==> config.mk <==
export PLATFORM = sky130hd
export DESIGN_NAME = dmem_port_arbiter
export DESIGN_NICKNAME = d
export VERILOG_FILES = /design/src/rtl/dmem_port_arbiter.sv
export SDC_FILE = /design/constraint.sdc
export NUM_CORES = 1
export LEC_CHECK = 0
export ABC_AREA = 1
export CAP_MARGIN = 20
export CORE_MARGIN = 5
export CORE_UTILIZATION = 29
export CTS_CLUSTER_DIAMETER = 40
export CTS_CLUSTER_SIZE = 10
export DETAILED_ROUTE_END_ITERATION = 16
export SYNTH_ARGS = -nofsm -noshare
export SYNTH_HDL_FRONTEND = slang
export SYNTH_SLANG_ARGS = --single-unit
==> constraint.sdc <==
create_clock -name clk -period 1.75 [get_ports clk]
set_input_delay 0.35 -clock clk [delete_from_list [all_inputs] [get_ports clk]]
set_output_delay 0.35 -clock clk [all_outputs]
set_load 0.05 [all_outputs]
==> src/rtl/dmem_port_arbiter.sv <==
// dmem_port_arbiter
//   Shares the single data-memory port between the CPU MEM stage and a
//   debug/loader port. The CPU has fixed priority; a saturating starvation
//   counter forces a pending debug request through after STARVE_MAX
//   consecutive CPU wins. When that happens while the CPU is requesting,
//   the CPU is stalled for the cycle and the conflict counter advances.
//
// Ports
//   clk, reset               clock, synchronous active-high reset
//   cpu_rd/wr/addr/wdata/func3  CPU access (EX/MEM register outputs)
//   cpu_rdata, cpu_stall     CPU read data, MEM-stage hold
//   dbg_req/we/addr/wdata/func3 debug request (valid/ready handshake)
//   dbg_ready, dbg_ack       request accepted / one-cycle completion pulse
//   dbg_rdata                registered debug read data
//   mem_rd/wr/addr/wdata/func3  to datamemory
//   mem_rdata                from datamemory (combinational read)
//   conflict_cnt             saturating count of cpu_stall cycles
//
// state | meaning
// IDLE  | ready to accept a debug request
// PEND  | debug request captured, waiting for a memory slot
// RESP  | debug access done, dbg_ack asserted

module dmem_port_arbiter #(
  parameter int DATA_W     = 32,
  parameter int DM_ADDRESS = 9,
  parameter int STARVE_MAX = 4,
  parameter int CNT_W      = 16
) (
  input  logic                  clk,
  input  logic                  reset,
  input  logic                  cpu_rd,
  input  logic                  cpu_wr,
  input  logic [DM_ADDRESS-1:0] cpu_addr,
  input  logic [DATA_W-1:0]     cpu_wdata,
  input  logic [2:0]            cpu_func3,
  output logic [DATA_W-1:0]     cpu_rdata,
  output logic                  cpu_stall,
  input  logic                  dbg_req,
  output logic                  dbg_ready,
  input  logic                  dbg_we,
  input  logic [DM_ADDRESS-1:0] dbg_addr,
  input  logic [DATA_W-1:0]     dbg_wdata,
  input  logic [2:0]            dbg_func3,
  output logic                  dbg_ack,
  output logic [DATA_W-1:0]     dbg_rdata,
  output logic                  mem_rd,
  output logic                  mem_wr,
  output logic [DM_ADDRESS-1:0] mem_addr,
  output logic [DATA_W-1:0]     mem_wdata,
  output logic [2:0]            mem_func3,
  input  logic [DATA_W-1:0]     mem_rdata,
  output logic [CNT_W-1:0]      conflict_cnt
);

  localparam int SW = $clog2(STARVE_MAX + 1);

  typedef enum logic [1:0] {
    ST_IDLE = 2'd0,
    ST_PEND = 2'd1,
    ST_RESP = 2'd2
  } state_t;

  state_t                r_state;
  logic [SW-1:0]         r_starve_cnt;
  logic                  r_req_we;
  logic [DM_ADDRESS-1:0] r_req_addr;
  logic [DATA_W-1:0]     r_req_wdata;
  logic [2:0]            r_req_func3;
  logic                  r_dbg_ack;
  logic [DATA_W-1:0]     r_dbg_rdata;
  logic [CNT_W-1:0]      r_conflict_cnt;

  logic w_cpu_req;
  logic w_grant_dbg;
  logic w_cpu_stall;

  assign w_cpu_req   = cpu_rd | cpu_wr;
  // Reset gating keeps the port quiet during the reset cycle, which also
  // drops any pending request without a memory access.
  assign w_grant_dbg = !reset && (r_state == ST_PEND) &&
                       (!w_cpu_req || (r_starve_cnt == SW'(STARVE_MAX)));
  assign w_cpu_stall = w_grant_dbg && w_cpu_req;

  assign cpu_stall    = w_cpu_stall;
  assign dbg_ready    = !reset && (r_state == ST_IDLE);
  assign dbg_ack      = r_dbg_ack;
  assign dbg_rdata    = r_dbg_rdata;
  assign conflict_cnt = r_conflict_cnt;

  always_comb begin
    mem_rd    = 1'b0;
    mem_wr    = 1'b0;
    mem_addr  = '0;
    mem_wdata = '0;
    mem_func3 = '0;
    cpu_rdata = '0;
    if (!reset) begin
      if (w_grant_dbg) begin
        mem_rd    = !r_req_we;
        mem_wr    = r_req_we;
        mem_addr  = r_req_addr;
        mem_wdata = r_req_wdata;
        mem_func3 = r_req_func3;
      end else begin
        cpu_rdata = mem_rdata;
        if (w_cpu_req) begin
          mem_rd    = cpu_rd;
          mem_wr    = cpu_wr;
          mem_addr  = cpu_addr;
          mem_wdata = cpu_wdata;
          mem_func3 = cpu_func3;
        end
      end
    end
  end

  always_ff @(posedge clk) begin
    if (reset) begin
      r_state        <= ST_IDLE;
      r_starve_cnt   <= '0;
      r_req_we       <= 1'b0;
      r_req_addr     <= '0;
      r_req_wdata    <= '0;
      r_req_func3    <= '0;
      r_dbg_ack      <= 1'b0;
      r_dbg_rdata    <= '0;
      r_conflict_cnt <= '0;
    end else begin
      r_dbg_ack <= 1'b0;
      if (w_cpu_stall && (r_conflict_cnt != {CNT_W{1'b1}}))
        r_conflict_cnt <= r_conflict_cnt + CNT_W'(1);
      case (r_state)
        ST_IDLE: begin
          if (dbg_req) begin
            r_req_we    <= dbg_we;
            r_req_addr  <= dbg_addr;
            r_req_wdata <= dbg_wdata;
            r_req_func3 <= dbg_func3;
            r_state     <= ST_PEND;
          end
        end
        ST_PEND: begin
          if (w_grant_dbg) begin
            r_starve_cnt <= '0;
            r_dbg_ack    <= 1'b1;
            if (!r_req_we)
              r_dbg_rdata <= mem_rdata;
            r_state      <= ST_RESP;
          end else if (r_starve_cnt != SW'(STARVE_MAX)) begin
            r_starve_cnt <= r_starve_cnt + SW'(1);
          end
        end
        ST_RESP: r_state <= ST_IDLE;
        default: r_state <= ST_IDLE;
      endcase
    end
  end

endmodule

==> results of run 1 <==
cell type report:
cell class              instances  share of cell area [%]
well taps                     225                   2.648
flip-flops and latches         99                   18.70
multi-input cells             546                   33.31
repair inverters                1                  0.1059
inverters                      65                   2.648
repair buffers                332                   39.80
clock buffers                  12                   2.318
clock inverters                 4                  0.4708
worst paths after layout:
path              startpoint                to  slack (ps)  depth (start not counted)
max reg2reg  r_starve_cnt[0]  conflict_cnt[15]        -160                         14
min reg2reg    dbg_rdata[17]     dbg_rdata[17]         460                          2
max          r_starve_cnt[0]      mem_wdata[3]        -430                         10
min                    reset   conflict_cnt[2]         450                          3
logic make-up after synthesis:
group                      synth area share [%]
and+or+nand+nor                           33.35
AOI/OAI and AO/OA                         14.54
buffers and inverters                     11.05
DFF                                       39.78
xor gates and xnor gates                 0.5275
adders and majority gates                0.7535
power by group through the flow:
stage                     clock, W  sequential [W]  combinational [W]
after floorplan                  0         0.00251            0.00103
after global placement           0         0.00248            0.00202
after detailed placement         0         0.00249            0.00203
after CTS                  0.00208         0.00243            0.00216
after global routing       0.00216         0.00248            0.00235
final                      0.00201         0.00246            0.00223
worst min-delay path, delay by kind of cell:
family,cells,cell delay (ps)
buf+inv,2,340
compound gates,1,50
timing repair:
action                     in CTS  in global routing
setup endpoints to repair      79                 89
hold buffers                    0                  0
buffers inserted               13                 11
pin swaps                       4                 17
cloned                          6                  6
resized for setup              31                116
flip-flops by register name, indices dropped and copies added (netlist names):
register      cells
dbg_rdata        32
r_req_wdata      32
conflict_cnt     16
r_req_addr        9
r_req_func3       3
r_starve_cnt      3
r_state           2
dbg_ack           1
r_req_we          1
cells in the final DEF (no fill, tap or decap), types with 5 or more instances in the layout:
| cell type | synthesis | final |
|---|---|---|
| nor2_4 | 1 | 33 |
| o21ai_1 | 15 | 8 |
| dfxtp_1 | 99 | 94 |
| nand3_1 | 49 | 42 |
| buf_6 | 11 | 8 |
| nor2_1 | 153 | 118 |
| o21ai_0 | 80 | 40 |
| nand3_2 | 1 | 7 |
| nand4_1 | 5 | 5 |
| clkbuf_16 | 0 | 12 |
| buf_16 | 0 | 6 |
| nand2_1 | 170 | 133 |
| o21ai_2 | 0 | 6 |
| buf_4 | 8 | 92 |
| inv_2 | 1 | 5 |
| clkdlybuf4s50_1 | 0 | 122 |
| nor2_2 | 3 | 6 |
| nand2_2 | 4 | 16 |
| a21oi_1 | 47 | 42 |
| o21ai_4 | 0 | 41 |
| inv_1 | 60 | 54 |
| nand2_4 | 4 | 25 |
| buf_12 | 0 | 92 |
| dfxtp_2 | 0 | 5 |
| nand2_8 | 0 | 5 |
layer usage:
layer	part of all wire (%)	wire length (microns)
met5	0	0
met4	1.4	287
met3	8.4	1746
met2	50	10260
met1	41	8384
stage by stage:
step	power [W]	hold slack, ps	TNS (ps)
floorplan	0.003540	455.4	-2732
global placement	0.004499	449.1	-40680
detailed placement	0.004516	453.3	-41240
CTS	0.006676	395.5	-30450
global route	0.006995	445.8	-35430
finish	0.006708	445.0	-30030
cells in the mapped netlist (2+ instances only):
cell	count
o21ai_1	15
clkbuf_1	23
inv_1	60
o21ai_0	80
nand4_1	5
xor2_1	2
nand2_4	4
nor2_1	153
buf_6	11
buf_2	5
nor2_2	3
a21oi_1	47
dfxtp_1	99
nand2_2	4
buf_4	8
nand3_1	49
nand2_1	170
ha_1	3
clkinv_1	2
nor3_4	2
==> flow_summary.toml, run 1 <==
[flow_run]
max_cap_viol_count = 0

[global_routing]
use_met1_pct = 23.27
grt_pass1_vias = 5593
met3_usage_pct = 6.411
gr-total-overflow = 0
grt_busiest_layer = "met2"
grt_pass1_wl_microns = 30710
grt_max_degree = 37
antenna_found_initial = 0
grtUsageMet2_pct = 33.21
globalRouteTotalUtil_pct = 19.40

[final_layout]
nNetsFinal = 1183
final_util_pct = 62.33
multi_input_area_sq_mm = 0.003541
final_layout_size_suffix_gt1_share_pct = 36.54
diodes = 0
fill_cells = 1474
final_area_sq_mm = 0.01063
fin_cells = 1284
area_delta_synth_final_pct = 113.4
seqCellArea_sq_mm = 0.001988

[yosys]
synthDistinctLibCells = 32
syn_nets = 886
synth_edf_count = 0
synth.avg_cell_area_sq_um = 6.582
synth.yosys.warnings = 0
synth_top_cells_by_area = "dfxtp_1 40%, nand2_1 13%, nor2_1 12%, o21ai_0 8.0%, nand3_1 4.9%"
seq_area_frac_synth_pct = 39.78
ys_seq_elements = 99
async_reset_ff_share_pct = 0
synth_top_area_share_pct = 39.78
synth_top_cell_by_area = "dfxtp_1"
ys.flop_type = "dfxtp_1"
synth_area_sq_mm = 0.004982
syn_inst = 757

[critical_path]
critical-path-top-delay-family = "buffers and inverters"
max_stage_delay_ps = 330
crit_type = "reg -> out"
start_kind = "register"
crit_arrival_ps = 1830
crit_path_top_delay_cell = "dfxtp_2"
cp_num_buf_inv = 4
path_cells = "inv_2 > ha_4 > nand2_4 > nand2_4 > nand2_8 > nand2_8 > buf_12 > buf_16 > o21ai_4 > buf_12"
cp-end-kind = "primary output"
crit_fanout = 7
cp.required_ps = 1400

[power_and_ir_drop]
p_sw_w = 0.002106
clockPowerShare_pct = 30.0
p_int_w = 0.004602
power-per-cell-area_mw_per_mm2 = 630.9
p_leak_nw = 4.556
vdd_drop_max_mv = 0.4405
p_seq_share_pct = 36.7
swShare_pct = 31.40
power.combinational.fraction_pct = 33.3

[timing]
max_freq_mhz = 458.6
hold_viol = 0
skew_ps = 6.046
setup_violations = 90
relSlewSlack_pct = 75.03
worstMarginPinSlew_ps = 373.1
fin_crit_sh_pct = 124.6
rsz0062_at_grt = "yes"
drv_slew = 0
setup_ws_ps = -430.4
final.min_clock_period_ps = 2180

[routing]
avgRoutedWirePerCell_microns = 16.11
drtAntennaViolNets = 0
drt_iter0_markers = 315
firstDrtPassIters = 6
routed_wl_microns = 20680
post-route-drc-count = 0
vias_per_cell = 4.643
vias = 5961

[die]
io_pins = 255
coreArea_sq_mm = 0.01706
start_util_pct = 29.21
rows = 48
dieArea_sq_mm = 0.01990
die_height_microns = 141.1
die_x_microns = 141.1

[status]
status = "finished, violations left"
violations = "negative setup slack"

[place]
place_area_sq_mm = 0.009261
dpl.hpwl_microns = 14530
place.gp.congestion = 0.8110
dp.cells = 1237
pre_cts_ws_ps = -440.3
numPortBuffers = 254

[worst_hold_path]
min_path_type = "in -> reg"

[clock_tree]
cts_tree = "done"
clockBufferDepth = 2
h-tree-depth = 3
cts_made_buffers = 9
clkTransAtPathRegs_ps = 70
cts_sinks = 99
clk_latency_ps = 340
root_buffer = "clkbuf_16"
(Power assumes the default switching activity.)
==> run 2, diff against run 1 <==
CORE_ASPECT_RATIO = 0.5   (was default)
==> run 2 against run 1 <==
  * The run still ends with negative setup slack left
  * Critical endpoint is now cpu_rdata[25]
  * Highest routed layer unchanged
  * Combinational power decreased by 5%
  * Global-route usage decreased by 0.91 points
  * First-iteration DRC count decreased by 46%
  * Critical path type unchanged
==> flow_summary.toml, run 2 (synthesis results as in run 1) <==
[final_layout]
area_delta_synth_final_pct = 100.8
final_cell_mix = "168 x nand2_1, 122 x clkdlybuf4s50_1, 121 x nor2_1, 95 x buf_12"
layout_commonest_cell = "nand2_1"
multi_input_area_sq_mm = 0.003227
seqCellArea_sq_mm = 0.001988
final_layout_size_suffix_gt1_share_pct = 30.78
fin_cells = 1273
diodes = 0
nNetsFinal = 1170
fill_cells = 1504

[clock_tree]
root_buffer = "clkbuf_16"
clockBufferDepth = 2
cts_hold_buffers = 0
h-tree-depth = 3
clkTransAtPathRegs_ps = 70
clk_latency_ps = 340
cts_tree = "done"
cts_made_buffers = 9
cts_sinks = 99

[die]
dieArea_sq_mm = 0.02006
rows = 33
die_height_microns = 102.7
io_pins = 255
coreArea_sq_mm = 0.01660
die_x_microns = 195.4
start_util_pct = 30.02

[global_routing]
antenna_found_initial = 0
grt_max_degree = 40
gr-total-overflow = 0
grt_pass1_vias = 5806
grt_pass1_wl_microns = 30250
globalRouteTotalUtil_pct = 18.49

[critical_path]
crit_fanout = 8
cp.depth = 10
start_kind = "register"
timing.rr.start = "conflict_cnt[1]"
crit_path_top_delay_cell = "dfxtp_2"
worstSetupStartpoint = "r_starve_cnt[0]"
cp-end-kind = "primary output"
cp_num_buf_inv = 4
max_stage_delay_ps = 330
crit_arrival_ps = 1760
cp.required_ps = 1400
rr_worst_depth = 7
crit-reg2reg-capture = "conflict_cnt[11]"
crit_type = "reg -> out"
worst-r2r-setup-slack_ps = 120
path_cells = "inv_2 > ha_4 > nand2_4 > nand2_4 > nand2_8 > nand2_8 > buf_12 > buf_8 > nor2_4 > buf_12"
critical-path-top-delay-family = "buffers and inverters"

[timing]
hold_viol = 0
relSlewSlack_pct = 73.01
setup_violations = 79
worstMarginPinSlew_ps = 404.9
max_freq_mhz = 474.9
rsz0062_at_grt = "yes"
fin_crit_sh_pct = 120.3
skew_ps = 7.844
drv_slew = 0
final.min_clock_period_ps = 2106
setup_ws_ps = -355.8

[place]
numPortBuffers = 254
dpl.hpwl_microns = 14390
place.gp.congestion = 0.7809
dp.cells = 1242

[routing]
firstDrtPassIters = 4
avgRoutedWirePerCell_microns = 15.05
vias_per_cell = 4.505
routed_wl_microns = 19160
drt_iter0_markers = 170
post-route-drc-count = 0
vias = 5735
drtAntennaViolNets = 0

[status]
status = "finished, violations left"
violations = "negative setup slack"

[power_and_ir_drop]
p_leak_nw = 4.115
power-per-cell-area_mw_per_mm2 = 653.3
vdd_drop_max_mv = 0.5012
finalPower_w = 0.006536

[worst_hold_path]
min_path_type = "in -> reg"
whs_path_depth = 4
whs_endpoint = "r_state[1]"
hold_start = "reset"

[flow_run]
max_cap_viol_count = 0
## run 2: changes by cell type in the layout (fill, tap and decap cells not counted), moves of 4 or more
| cell | delta |
|---|---|
| nand3_1 | +6 |
| buf_6 | -4 |
| a21oi_2 | -4 |
| a21oi_1 | +4 |
| nand3_2 | -6 |
| buf_16 | -6 |
| nand2_4 | -20 |
| nand2_2 | -13 |
| nand2_1 | +35 |
## run 2: tightest hold or removal path: stages
cell	delay, ps
buf_2	130
nor2_4	60
nand2_8	100
inv_6	60
## run 2: timing repair
action	4_1_cts	5_1_grt
cloned	0	1
endpoints found under the setup margin	81	114
gates resized for setup	24	18
buffers inserted	5	11
pin swaps	9	5
## run 2: how the worst max path moves through the flow
| stage | to | slack (ps) |
|---|---|---|
| after floorplan | mem_addr[0] | -110 |
| after global placement | mem_wdata[27] | -470 |
| after detailed placement | cpu_rdata[31] | -470 |
| after CTS | cpu_rdata[25] | -380 |
| after global routing | cpu_rdata[25] | -440 |
| final | cpu_rdata[25] | -360 |
## run 2: where the power goes
| part | leakage [nW] | switching [W] | internal [W] | total, W |
|---|---|---|---|---|
| Clock | 0.145 | 0.000857 | 0.00114 | 0.00200 |
| Sequential | 0.811 | 0.0000578 | 0.00237 | 0.00243 |
| Combinational | 3.16 | 0.00111 | 0.000995 | 0.00211 |
| Total | 4.12 | 0.00203 | 0.00451 | 0.00654 |
## run 2: area by class of cell
type,instances,area share (%)
well taps,227,2.839
clock inverters,5,0.5253
repair buffers,321,39.50
flip-flops and latches,99,19.88
inverters,65,2.577
clock buffers,11,2.427
multi-input cells,545,32.26
## run 2: metrics by stage
step / setup TNS (ps) / cell area [sq um] / utilization, % / hold WS, ps / setup WS [ps]
finish: -25110 / 10000 / 60.27 / 416.2 / -355.8
global route: -32440 / 10000 / 60.27 / 416.9 / -444.9
CTS: -26750 / 9798 / 59.03 / 396.2 / -383.1
detailed placement: -45810 / 9336 / 56.25 / 452.5 / -468.1
global placement: -44270 / 9336 / 56.25 / 449.0 / -465.3
floorplan: -2732 / 5674 / - / 455.4 / -105.5
## run 2: routing by layer
layer  global-route usage (%)  share of wire (%)
met1                    21.81                 41
met4                    2.895               0.57
met2                    34.90                 53
met3                    4.930                5.5
met5                        0                  0
==> run 3, diff against run 2 <==
SETUP_SLACK_MARGIN = 0.05   (was default)
==> run 3 against run 2 <==
  * The run still ends with negative setup slack left
  * Die area unchanged
  * Worst setup slack worse by 20 ps
  * Critical path depth down 1
  * Critical endpoint is now mem_wdata[3]
  * Clock skew up 3.4 ps
  * Sequential share of layout area down 0.30 points
  * Cell count about the same
  * Combinational power up 2%
  * Via count up 2.1%
  * Core utilization up 0.96 points
  * Sequential power about the same
==> flow_summary.toml, run 3 (synthesis results as in run 1) <==
[place]
dp.cells = 1236
pre_cts_ws_ps = -455.5
dpl.hpwl_microns = 14880
place_area_sq_mm = 0.009403
place.gp.congestion = 0.7980
numPortBuffers = 254

[timing]
rsz0062_at_grt = "yes"
final.min_clock_period_ps = 2126
setup_ws_ps = -376.2
fin_hold_ws_ps = 461.9
fin_crit_sh_pct = 121.5
setup_violations = 79
drv_slew = 0
relSlewSlack_pct = 71.53
skew_ps = 11.24
max_freq_mhz = 470.3
hold_viol = 0
worstMarginPinSlew_ps = 427.0

[critical_path]
worstSetupStartpoint = "r_starve_cnt[0]"
crit_arrival_ps = 1780
start_kind = "register"
crit_type = "reg -> out"
cp-end-kind = "primary output"
crit_fanout = 12
cp.required_ps = 1400
crit_path_end = "mem_wdata[3]"
timing.rr.start = "r_starve_cnt[0]"
crit-reg2reg-capture = "conflict_cnt[14]"
rr_worst_depth = 13
worst-r2r-setup-slack_ps = 30

[die]
die_x_microns = 195.4
die_height_microns = 102.7
rows = 33
coreArea_sq_mm = 0.01660
start_util_pct = 30.02
io_pins = 255
dieArea_sq_mm = 0.02006

[worst_hold_path]
min_path_type = "reg -> reg"

[routing]
drt_iter0_markers = 241
vias_per_cell = 4.605
vias = 5857
routed_wl_microns = 19880
drtAntennaViolNets = 0
firstDrtPassIters = 5
post-route-drc-count = 0
avgRoutedWirePerCell_microns = 15.63

[global_routing]
grt_pass1_wl_microns = 30310
grt_pass1_vias = 5718
antenna_found_initial = 0
grt_max_degree = 46
globalRouteTotalUtil_pct = 18.83
gr-total-overflow = 0

[final_layout]
final_area_sq_mm = 0.01016
fin_cells = 1272
final_cell_mix = "167 x nand2_1, 122 x clkdlybuf4s50_1, 120 x nor2_1, 93 x dfxtp_1, 91 x buf_12"
nNetsFinal = 1170
final_layout_size_suffix_gt1_share_pct = 31.96
diodes = 0
area_delta_synth_final_pct = 104.0
layout_commonest_cell = "nand2_1"

[power_and_ir_drop]
p_leak_nw = 4.141
power-per-cell-area_mw_per_mm2 = 636.5
vdd_drop_max_mv = 0.4509

[clock_tree]
clockBufferDepth = 2
cts_hold_buffers = 0
root_buffer = "clkbuf_16"
cts_made_buffers = 9
cts_sinks = 99
h-tree-depth = 3
clk_latency_ps = 350
cts_tree = "done"
clkTransAtPathRegs_ps = 70

[flow_run]
max_cap_viol_count = 0

[status]
status = "finished, violations left"
violations = "negative setup slack"
==> run 3: how the worst min path moves through the flow <==
stage / slack, ps / from / depth (start not counted) / to
after floorplan: 460 / r_req_addr[0] / 2 / r_req_addr[0]
after global placement: 450 / dbg_rdata[13] / 2 / dbg_rdata[13]
after detailed placement: 450 / dbg_rdata[9] / 2 / dbg_rdata[9]
after CTS: 470 / dbg_rdata[18] / 2 / dbg_rdata[18]
after global routing: 480 / dbg_rdata[9] / 2 / dbg_rdata[9]
final: 460 / dbg_rdata[3] / 2 / dbg_rdata[3]
==> run 3: worst max-delay path: stages, from the launching register on <==
cell and delay, ps:
dfxtp_2 340, inv_2 50, ha_4 150, nand2_4 60, nand2_4 70, nand2_8 110, nand2_8 120, buf_12 190
o21ai_4 180, buf_12 160
==> run 3: per-stage QoR <==
stage	utilization [%]	power (W)	setup TNS (ps)
2_1_floorplan	-	0.003556	-3901
3_3_place_gp	56.65	0.004525	-44190
3_5_place_dp	56.65	0.004547	-46330
4_1_cts	59.76	0.006535	-25910
5_1_grt	61.22	0.006770	-31440
6_report	61.22	0.006468	-25210
==> run 3: power breakdown <==
part	switching (W)	internal, W	total [W]
logic	0.00113	0.00102	0.00215
clock network	0.000887	0.00100	0.00189
registers	0.0000623	0.00237	0.00243
==> run 3: final cells by class <==
| class | count | area [sq um] |
|---|---|---|
| fill | 1429 | 6436 |
| timing repair buffer | 318 | 4016 |
| multi-input combinational | 548 | 3336 |
| sequential | 99 | 1989 |
| tap | 227 | 284.0 |
| inverter | 65 | 260.3 |
| clock buffer | 10 | 239.0 |
| clock inverter | 5 | 37.54 |
==> run 3: routing by layer <==
metal | vias up | GRT usage [%] | routed length [microns] | part of all wire, %
met5 | - | 0 | 0 | 0
met4 | 0 | 6.434 | 515 | 2.6
met3 | 34 | 5.028 | 1008 | 5.1
met2 | 139 | 33.60 | 9965 | 50
met1 | 2707 | 22.39 | 8388 | 42
li1 | 2977 | - | - | -
==> run 3: what timing repair did <==
action | 4_1_cts | 5_1_grt
buffers inserted | 4 | 9
gates resized for setup | 26 | 27
endpoints found under the setup margin | 87 | 99
pin swaps | 4 | 17
cloned | 4 | 4
